<file path="src/rtl/key_ctrl_if.sv">
// Pushbutton, switch and launch-handshake bundle between key_ctrl and its surroundings.
interface key_ctrl_if;
    logic [3:0]  key_n;
    logic [9:0]  sw;
    logic        done;
    logic        go;
    logic [31:0] start;
    logic [7:0]  offset;
    logic        busy;

    modport master (input key_n, sw, done, output go, start, offset, busy);
    modport slave  (output key_n, sw, done, input go, start, offset, busy);
endinterface

</file>
<file path="src/rtl/key_ctrl.sv">
// Debounced pushbutton front end: offset adjust with auto-repeat, and a
// launch/wait handshake toward the range engine.
module key_ctrl #(
    parameter int unsigned DEBOUNCE_CYCLES = 1000000,
    parameter int unsigned REPEAT_DELAY    = 25000000,
    parameter int unsigned REPEAT_PERIOD   = 5000000
) (
    input  logic       clk,
    input  logic       reset,
    key_ctrl_if.master bus
);
    localparam int unsigned DB_W   = $clog2(DEBOUNCE_CYCLES + 1);
    localparam int unsigned RP_MAX = (REPEAT_DELAY > REPEAT_PERIOD) ? REPEAT_DELAY : REPEAT_PERIOD;
    localparam int unsigned RP_W   = $clog2(RP_MAX + 1);
    localparam logic [DB_W-1:0] DB_LAST  = DB_W'(DEBOUNCE_CYCLES - 1);
    localparam logic [RP_W-1:0] RP_DELAY = RP_W'(REPEAT_DELAY);
    localparam logic [RP_W-1:0] RP_STEP  = RP_W'(REPEAT_PERIOD);
    localparam logic [RP_W-1:0] RP_ONE   = RP_W'(1);

    typedef enum logic [1:0] {IDLE, LAUNCH, WAIT} state_t;

    state_t          state, state_nxt;
    logic [3:0]      sync1, sync2, key_lvl, db, db_d, press;
    logic [DB_W-1:0] db_cnt [4];
    logic [RP_W-1:0] rep_cnt [2];
    logic [1:0]      rep_on, step;
    logic            inc_ev, dec_ev;
    logic [7:0]      offset_q;
    logic [31:0]     start_q;
    logic            go_o, busy_o;

    assign key_lvl = ~sync2;
    assign press   = db & ~db_d;

    always_ff @(posedge clk) begin
        if (reset) begin
            sync1 <= '0;
            sync2 <= '0;
            db    <= '0;
            db_d  <= '0;
            for (int unsigned i = 0; i < 4; i++) db_cnt[i] <= '0;
        end else begin
            sync1 <= bus.key_n;
            sync2 <= sync1;
            db_d  <= db;
            for (int unsigned i = 0; i < 4; i++) begin
                if (key_lvl[i] != db[i]) begin
                    if (db_cnt[i] == DB_LAST) begin
                        db[i]     <= key_lvl[i];
                        db_cnt[i] <= '0;
                    end else begin
                        db_cnt[i] <= db_cnt[i] + 1'b1;
                    end
                end else begin
                    db_cnt[i] <= '0;
                end
            end
        end
    end

    // rep_cnt equals the hold cycle index minus one until the first repeat,
    // then restarts at 1 so each later step lands REPEAT_PERIOD cycles apart.
    always_comb begin
        step = '0;
        for (int unsigned i = 0; i < 2; i++)
            step[i] = db[i] & (rep_on[i] ? (rep_cnt[i] == RP_STEP) : (rep_cnt[i] == RP_DELAY));
    end

    always_ff @(posedge clk) begin
        if (reset) begin
            rep_on <= '0;
            for (int unsigned i = 0; i < 2; i++) rep_cnt[i] <= '0;
        end else begin
            for (int unsigned i = 0; i < 2; i++) begin
                if (!db[i]) begin
                    rep_cnt[i] <= '0;
                    rep_on[i]  <= 1'b0;
                end else if (step[i]) begin
                    rep_cnt[i] <= RP_ONE;
                    rep_on[i]  <= 1'b1;
                end else begin
                    rep_cnt[i] <= rep_cnt[i] + 1'b1;
                end
            end
        end
    end

    assign inc_ev = press[0] | step[0];
    assign dec_ev = press[1] | step[1];

    always_ff @(posedge clk) begin
        if (reset) begin
            offset_q <= '0;
        end else if (press[2]) begin
            offset_q <= '0;
        end else if (inc_ev) begin
            if (offset_q != 8'hFF) offset_q <= offset_q + 8'd1;
        end else if (dec_ev) begin
            if (offset_q != 8'h00) offset_q <= offset_q - 8'd1;
        end
    end

    always_ff @(posedge clk) begin
        if (reset) state <= IDLE;
        else       state <= state_nxt;
    end

    always_comb begin
        state_nxt = state;
        unique case (state)
            IDLE:    if (press[3]) state_nxt = LAUNCH;
            LAUNCH:  state_nxt = WAIT;
            WAIT:    if (bus.done) state_nxt = IDLE;
            default: state_nxt = IDLE;
        endcase
    end

    always_comb begin
        go_o   = (state == LAUNCH);
        busy_o = (state != IDLE);
    end

    always_ff @(posedge clk) begin
        if (reset)                      start_q <= '0;
        else if (state == IDLE && press[3]) start_q <= {22'b0, bus.sw};
    end

    assign bus.go     = go_o;
    assign bus.busy   = busy_o;
    assign bus.start  = start_q;
    assign bus.offset = offset_q;
endmodule
</file>
<file path="src/flat_wrapper.sv">
// flat-port wrapper written by rule: the top's interface ports become plain ports
module key_ctrl_flat 
#(
    parameter int unsigned DEBOUNCE_CYCLES = 1000000,
    parameter int unsigned REPEAT_DELAY    = 25000000,
    parameter int unsigned REPEAT_PERIOD   = 5000000
)
  (clk, reset, bus_key_n, bus_sw, bus_done, bus_go, bus_start, bus_offset, bus_busy);
  key_ctrl_if bus_i ();
  input  logic clk;
  input  logic reset;
  input wire logic [$bits(bus_i.key_n)-1:0] bus_key_n;
  input wire logic [$bits(bus_i.sw)-1:0] bus_sw;
  input wire logic [$bits(bus_i.done)-1:0] bus_done;
  output wire logic [$bits(bus_i.go)-1:0] bus_go;
  output wire logic [$bits(bus_i.start)-1:0] bus_start;
  output wire logic [$bits(bus_i.offset)-1:0] bus_offset;
  output wire logic [$bits(bus_i.busy)-1:0] bus_busy;
  assign bus_i.key_n = bus_key_n;
  assign bus_i.sw = bus_sw;
  assign bus_i.done = bus_done;
  assign bus_go = bus_i.go;
  assign bus_start = bus_i.start;
  assign bus_offset = bus_i.offset;
  assign bus_busy = bus_i.busy;
  key_ctrl #(.DEBOUNCE_CYCLES(DEBOUNCE_CYCLES), .REPEAT_DELAY(REPEAT_DELAY), .REPEAT_PERIOD(REPEAT_PERIOD)) u_core (.clk(clk), .reset(reset), .bus(bus_i));
endmodule
</file>
<file path="config.mk">
export PLATFORM = sky130hd
export DESIGN_NAME = key_ctrl_flat
export DESIGN_NICKNAME = d
export VERILOG_FILES = /design/src/rtl/key_ctrl_if.sv /design/src/rtl/key_ctrl.sv /design/src/flat_wrapper.sv
export SDC_FILE = /design/constraint.sdc
export NUM_CORES = 1
export LEC_CHECK = 0
export CAP_MARGIN = 25
export CORE_MARGIN = 2
export CORE_UTILIZATION = 54
export CTS_CLUSTER_DIAMETER = 150
export DETAILED_ROUTE_END_ITERATION = 16
export PLACE_DENSITY_LB_ADDON = 0.12
export RECOVER_POWER = 100
export SLEW_MARGIN = 20
export SYNTH_ARGS = -nofsm -noshare
export SYNTH_HDL_FRONTEND = slang
export SYNTH_SLANG_ARGS = --single-unit
</file>
<file path="constraint.sdc">
create_clock -name clk -period 3.2 [get_ports clk]
set_clock_uncertainty 0.1 [all_clocks]
set_input_delay 0.64 -clock clk [delete_from_list [all_inputs] [get_ports clk]]
set_output_delay 0.64 -clock clk [all_outputs]
set_load 0.05 [all_outputs]
</file>
Word-level counts from Yosys, hierarchy flattened:

Memories as Yosys holds them, arrays and structs flattened.
Cells that the tools add are included.

* bits in registers: 38
* memory bits (writable): 130
* input port bits: 17
* output and inout bits: 42
* word-level logic and storage cells: 177
* memories: 2

* add/sub/neg operators: 8
* equality and inequality tests: 18
* multiplexer cells: 95
* bitwise logic cells: 27
* reductions and logical operators: 15

Memory list
* u_core.db_cnt: words 4, width 20, rd ports 4, clocked after memory_dff 0, write ports 4, line key_ctrl.sv:24 `logic [DB_W-1:0] db_cnt [4];`
* u_core.rep_cnt: words 2, width 25, rd ports 2, clocked after memory_dff 0, write ports 2, line key_ctrl.sv:25 `logic [RP_W-1:0] rep_cnt [2];`

Operators by type and width (number)
* 20-bit two-way mux: 12
* 25-bit two-way mux: 6
* 20-bit by 1-bit adder with 20-bit output, second input constant: 4
* 20-bit == test, second input constant: 4
* 1-bit two-way mux: 70
* 25-bit by 1-bit adder with 25-bit output, second input constant: 2
* 25-bit by 23-bit == test with 1-bit output, second input constant: 2
* 25-bit == test, second input constant: 2
* 8-bit two-way mux: 4
* 1-bit bitwise OR: 20
* 2-bit AND reduction: 5
* 8-bit by 1-bit adder with 8-bit output, second input constant: 1
* 8-bit inequality test, second input constant: 1
* 4-bit NOT: 2
* 8-bit nonzero test: 1
* 8-bit by 1-bit subtractor with 8-bit output, second input constant: 1
* 2-bit one-hot mux with 3 select lines: 1
* 2-bit nonzero test: 3
* 2-bit OR reduction: 3
* 4-bit bitwise AND: 1
* 2-bit two-way mux: 2
* 1-bit inequality test: 4
* 2-bit inequality test, second input constant: 2
* 3-bit AND reduction: 1
* other kinds (7): 9

Logic depth before layout (Yosys ltp):

An unclocked memory read counts as a cell.

* depth after elaboration: 10
* depth in mapped cells: 13
* mapped depth without buffers: 13

Least setup slack after synthesis:

No wires, ideal clock.

* path kind: reg-to-reg
* start point: memory u_core.rep_cnt[0][0] (netlist name)
* end point: register u_core.offset_q[6] (netlist: u_core.bus.offset[6])
* library setup time: 0.130 ns
* arrival: 2.925 ns
* required time: 2.970 ns
* slack: 0.044 ns
* cell stages (with the launch flop): 14
* buffers on the path: 0
* period minus slack after synthesis: 3.156 ns
* path through: edfxtp_1 inv_1 ha_1 nor4bb_1 nand4_1 o31ai_4 nand2_1 fa_1 a21o_1 a21oi_1 o21bai_1 a21oi_1 xnor2_1 o31ai_2

RTL lines
* start, declared: line key_ctrl.sv:25
* end signal, assigned: line key_ctrl.sv:97 `if (offset_q != 8'hFF) offset_q <= offset_q + 8'd1;`
* end signal, assigned: line key_ctrl.sv:99 `if (offset_q != 8'h00) offset_q <= offset_q - 8'd1;`
* end, declared: line key_ctrl.sv:28 `logic [7:0] offset_q;`

==> results.toml <==
[clock_network]
clockBufferDepth = 2
cts_tree = "built"
h-tree-depth = 4
clock_latency_ns = 0.42
clkTransAtPathRegs_ns = 0.06
cts_root_buffer = "clkbuf_16"
clock_sinks = 168
cts_made_buffers = 17

[global_routing]
grt_pass1_wl_um = 27500
grt_pass1_vias = 6169
antenna_found_initial = 0
grt_max_degree = 25
grt.total_usage_pct = 19.0
gr-total-overflow = 0

[floorplan]
rows = 46
die_y_um = 132
ios = 59
initial_utilization_pct = 55.5
core-area_um2 = 16000
chipWidth_um = 132
die_area_um2 = 17500

[timing]
setup_viol = 0
post-route-period-util_pct = 96.4
fin_ws_ns = 0.117
tns_ns = 0
holdWs_ns = 0.334
fmax_ghz = 0.324
slew_headroom_pct = 26.0
worstMarginPinSlew_ns = 1.11
fin_crit_ns = 3.08
rsz0062_at_grt = "true"
hold_viol_final = 0
slew_viol_final = 0

[drt]
route.vias.total = 6472
vias_per_cell = 4.96
avgRoutedWirePerCell_um = 12.1
drc_errors = 0
routed_wl_um = 15800
ant_nets = 0
drt_iter0_markers = 373
drt-pass1-iter-count = 7

[min_path]
hold_path_class = "register to register"

[critical_path]
arrival_ns = 3.28
start_kind = "register"
critPathMaxFanout = 7
crit_required_ns = 3.40
path_class = "register to register"
end_kind = "register"

[logic_synthesis]
async_flop_share_pct = 0
synthCells = 885
synth.distinct_cells = 60
ys_seq_elements = 168
yosysTopAreaCellShare_pct = 44.0
yosysWarnings = 0
synth.area.top_cells = "edfxtp_1 44%, dfxtp_1 8.6%, nor2_1 7.3%"
seq_area_frac_synth_pct = 52.5
netlist_area_um2 = 8880
synth_area_leader_cell = "edfxtp_1"
synth_ff_type = "edfxtp_1"
avgSynthCellArea_um2 = 10.0
synth_edf_count = 130

[layout]
antenna_cells = 0
fill_cells = 1319
final_util_pct = 66.5
fin_area_um2 = 10600
layout_commonest_cell = "nor2_1"
layout_common_cells = "172 x nor2_1, 152 x conb_1, 130 x edfxtp_1"
nets = 1109
drive_gt1_share_pct = 6.61
syn_to_final_growth_pct = 19.8
fin_cells = 1306

[place]
portBuffers = 36
dp_hpwl_um = 11400
place_ws_ns = -0.0555
placed_cell_area_um2 = 10000
dp.cells = 1270
place.gp.congestion = 0.815

[status]
status = "finished, final reports clean"

[flow_run]
maxCapViolCount = 0

[power]
ir_drop_uv = 414
p_leak_nw = 3.94
power.total_mw = 4.89
cellPowerDensity_nw_per_um2 = 460
## critical path: stages, from the launching register on
cell,delay [ns]
edfxtp_1,0.38
or4_1,0.56
o21a_1,0.23
o31ai_4,0.31
nand2_4,0.13
ha_1,0.37
a21o_1,0.21
a21oi_2,0.17
o21bai_1,0.10
a21oi_2,0.16
xnor2_1,0.16
o31ai_2,0.08
## flip-flops by register name (all words and copies together), names as in the netlist
register,count
u_core.bus.offset,8
u_core.bus.start,10
u_core.db,4
u_core.db_cnt,80
u_core.db_d,4
u_core.rep_cnt,50
u_core.rep_on,2
u_core.state,2
u_core.sync1,4
u_core.sync2,4
## final timing paths
kind                            depth (start not counted)  slack, ns                                end                           startpoint
worst min-delay path                                    1       0.33         u_core.sync2[2]$_SDFF_PP0_           u_core.sync1[2]$_SDFF_PP0_
worst min register to register                          1       0.33         u_core.sync2[2]$_SDFF_PP0_           u_core.sync1[2]$_SDFF_PP0_
worst max-delay path                                   11       0.12  u_core.bus.offset[6]$_SDFFE_PP0P_  u_core.rep_cnt[0][20]$_SDFFCE_PN0P_
worst max register to register                         11       0.12  u_core.bus.offset[6]$_SDFFE_PP0P_  u_core.rep_cnt[0][20]$_SDFFCE_PN0P_
## where the power goes
part           switching (mW)  total (mW)  internal [mW]
registers              0.0944        2.55           2.46
logic                   0.185       0.291          0.107
clock network           0.844        2.05           1.21
total                    1.12        4.89           3.77
## cell families after synthesis
| group | Yosys count | synth area share [%] |
|---|---|---|
| mux | 2 | 0.240 |
| other cells | 2 | 0.0846 |
| buf+inv | 65 | 3.72 |
| compound gates | 62 | 4.79 |
| flops | 168 | 52.5 |
| simple gates | 448 | 24.3 |
| fa+ha+maj | 15 | 2.20 |
| xor+xnor | 123 | 12.1 |
## routing by layer
metal | up-vias | routed length [µm] | track usage [%]
met2 | 99 | 7630 | 31.6
li1 | 3325 | - | -
met4 | 0 | 198 | 6.39
met3 | 15 | 603 | 4.54
met5 | - | 0 | 0
met1 | 3033 | 7360 | 24.6
## cells in the mapped netlist, types with 11 or more instances
library cell / instances
a21oi_1: 28
buf_4: 23
nand2_1: 82
nand4_1: 23
or3_1: 11
ha_1: 14
edfxtp_1: 130
xor2_1: 72
dfxtp_1: 38
inv_1: 24
nor3_1: 26
nor2_1: 172
xnor2_1: 51
nor2b_1: 12
clkbuf_1: 16
nand3_1: 60
and3_1: 13
## cell type report
| cell class | count | area, µm² | share of cell area, % |
|---|---|---|---|
| repair buffers | 64 | 548 | 5.15 |
| clock buffers | 22 | 539 | 5.07 |
| inverters | 24 | 90.1 | 0.847 |
| well taps | 216 | 270 | 2.54 |
| flip-flops and latches | 168 | 4660 | 43.8 |
| multi-input cells | 802 | 4450 | 41.8 |
| clock inverters | 10 | 76.3 | 0.717 |
## what timing repair did
action                                  4_1_cts  5_1_grt
hold buffers                                  0        0
resized for setup                             1        6
pin swaps                                     0        3
endpoints found under the setup margin        2        4
setup buffers                                 0        4
Power figures use the tool's default switching activity.
==> patch (config.mk and constraints unchanged) <==
`REPEAT_PERIOD` is set to 5000000 in 2 places; all go to 2500000.
--- a/src/rtl/key_ctrl.sv
+++ b/src/rtl/key_ctrl.sv
@@ -4,5 +4,5 @@
     parameter int unsigned DEBOUNCE_CYCLES = 1000000,
     parameter int unsigned REPEAT_DELAY    = 25000000,
-    parameter int unsigned REPEAT_PERIOD   = 5000000
+    parameter int unsigned REPEAT_PERIOD   = 2500000
 ) (
     input  logic       clk,
--- a/src/flat_wrapper.sv
+++ b/src/flat_wrapper.sv
@@ -4,5 +4,5 @@
     parameter int unsigned DEBOUNCE_CYCLES = 1000000,
     parameter int unsigned REPEAT_DELAY    = 25000000,
-    parameter int unsigned REPEAT_PERIOD   = 5000000
+    parameter int unsigned REPEAT_PERIOD   = 2500000
 )
   (clk, reset, bus_key_n, bus_sw, bus_done, bus_go, bus_start, bus_offset, bus_busy);
Formal check against the unedited RTL: same outputs for any inputs over 10 cycles, from zero or initial values and one cycle with reset high; that may be too few to reach the edited logic, so the function may still have changed.
==> patch against the unedited design <==
  * Cell count up 3.7%
  * Non-clock buffer count up 29
  * Utilization increased by 0.69 points
  * Critical endpoint is now u_core.bus.offset[7]
  * Design area is 3.6% higher
  * Synthesized cell count up 1.8%
  * Global-route usage increased by 0.81 points
  * Power decreased by 2.6%
  * The run now ends with setup timing left
  * Worst setup slack worse by 0.48 ns
  * Synthesized area grew 1.2%
  * Largest power group unchanged
  * Sequential cell count did not move
  * Wire length grew 5.3%
  * Count of clock-buffer cells in the layout fell by 1
==> patch: results (changes against the unedited design) <==
Outcome
  – Status: complete, but fails checks
  – Failing checks: setup timing

Detailed routing
  – Initial drt markers: 355 (-4.8%)
  – Vias per std cell: 4.949 (-0.13%)
  – Met3 WL: 604 µm (+0.17%)
  – Post-Route M1 WL: 8.038 mm (+9.3%)
  – Avg WL per Cell: 12.28 µm (+1.6%)

Timing
  – Final setup violating endpoints: 3 (+3)
  – Total Neg Setup Slack: -0.6557 ns (-0.6557 ns)
  – Final setup margin: -0.3665 ns (-0.4833 ns)
  – Worst relative slew slack: 53.09% (+27 points)

Finish
  – Nets: 1153 (+4.0%)
  – Filler instances: 1356 (+2.8%)
  – Non-clock buffer instance count of the final layout: 93 (+45%)
  – Non-CTS inverters: 29 (+21%)
  – Share of layout cells above drive strength 1: 10.05% (+3.4 points)
  – Seq cells: 168 (unchanged)
  – Multi-input gate count: 812 (+1.2%)

Logic synthesis
  – Top post-synthesis cells by area: edfxtp_1 43%, dfxtp_1 8.5%, nor2_1 7.4%, xor2_1 6.6%, xnor2_1 5.1%
  – Synth top cells by count: 178 x nor2_1, 130 x edfxtp_1, 69 x nand2_1
  – Synth cell types: 58 (-3.3%)
  – Seq/Total Area, Yosys: 51.89% (-0.64 points)

Global routing
  – GRT Util Overall: 19.82% (+0.81 points)
  – Met2 usage: 32.30% (+0.73 points)
  – Met1 capacity usage during global routing: 26.86% (+2.2 points)

Power and ir drop
  – Clock-net power: 1.92 mW (-6%)
  – VDD IR max: 0.4578 mV (+11%)
  – P_leak: 4.089 nW (+3.7%)

Worst setup path
  – Reg2Reg Depth: 13 (+2)
  – CP Capture Point: u_core.bus.offset[7]
  – Crit-path max FO: 5 (-2)
  – Slowest stage cell, crit path: or4b_1
  – Crit path DAT: 3.81 ns (+0.53 ns)

Placement
  – Dpl ws: -0.4273 ns (-0.3718 ns)
  – Gpl congestion: 0.8441 (+3.6%)
  – HPWL after DPL: 11.88 mm (+4.3%)

Min path
  – Worst hold endpoint: u_core.sync2[1]
  – Worst Min Path Start: u_core.sync1[1]
-- patch: cell types whose count changed after synthesis, moves of 4 or more --
| cell | delta |
|---|---|
| xor2_1 | -4 |
| and3_1 | +5 |
| nor3_1 | -8 |
| inv_1 | +5 |
| nor2_1 | +6 |
| nand2_1 | -13 |
-- patch: kinds of logic (layout without fill, tap and decap cells) --
| logic type | Yosys count | in the layout | share of synthesized area, % |
|---|---|---|---|
| AND/OR/NAND/NOR | 456 | 456 | 24.99 |
| flip-flops | 168 | 168 | 51.89 |
| XOR/XNOR | 120 | 120 | 11.69 |
| buffers and inverters | 71 | 154 | 3.967 |
| AO/OA/AOI/OAI | 66 | 66 | 4.858 |
| adder cells (fa/ha/maj) | 15 | 15 | 2.172 |
| multiplexers | 3 | 3 | 0.3480 |
| other | 2 | 152 | 0.08355 |
-- patch: repair_timing --
item,4_1_cts,5_1_grt
pin swaps,7,2
setup endpoints to repair,3,4
setup buffers,6,2
hold endpoints to repair,0,0
gates resized for setup,15,0
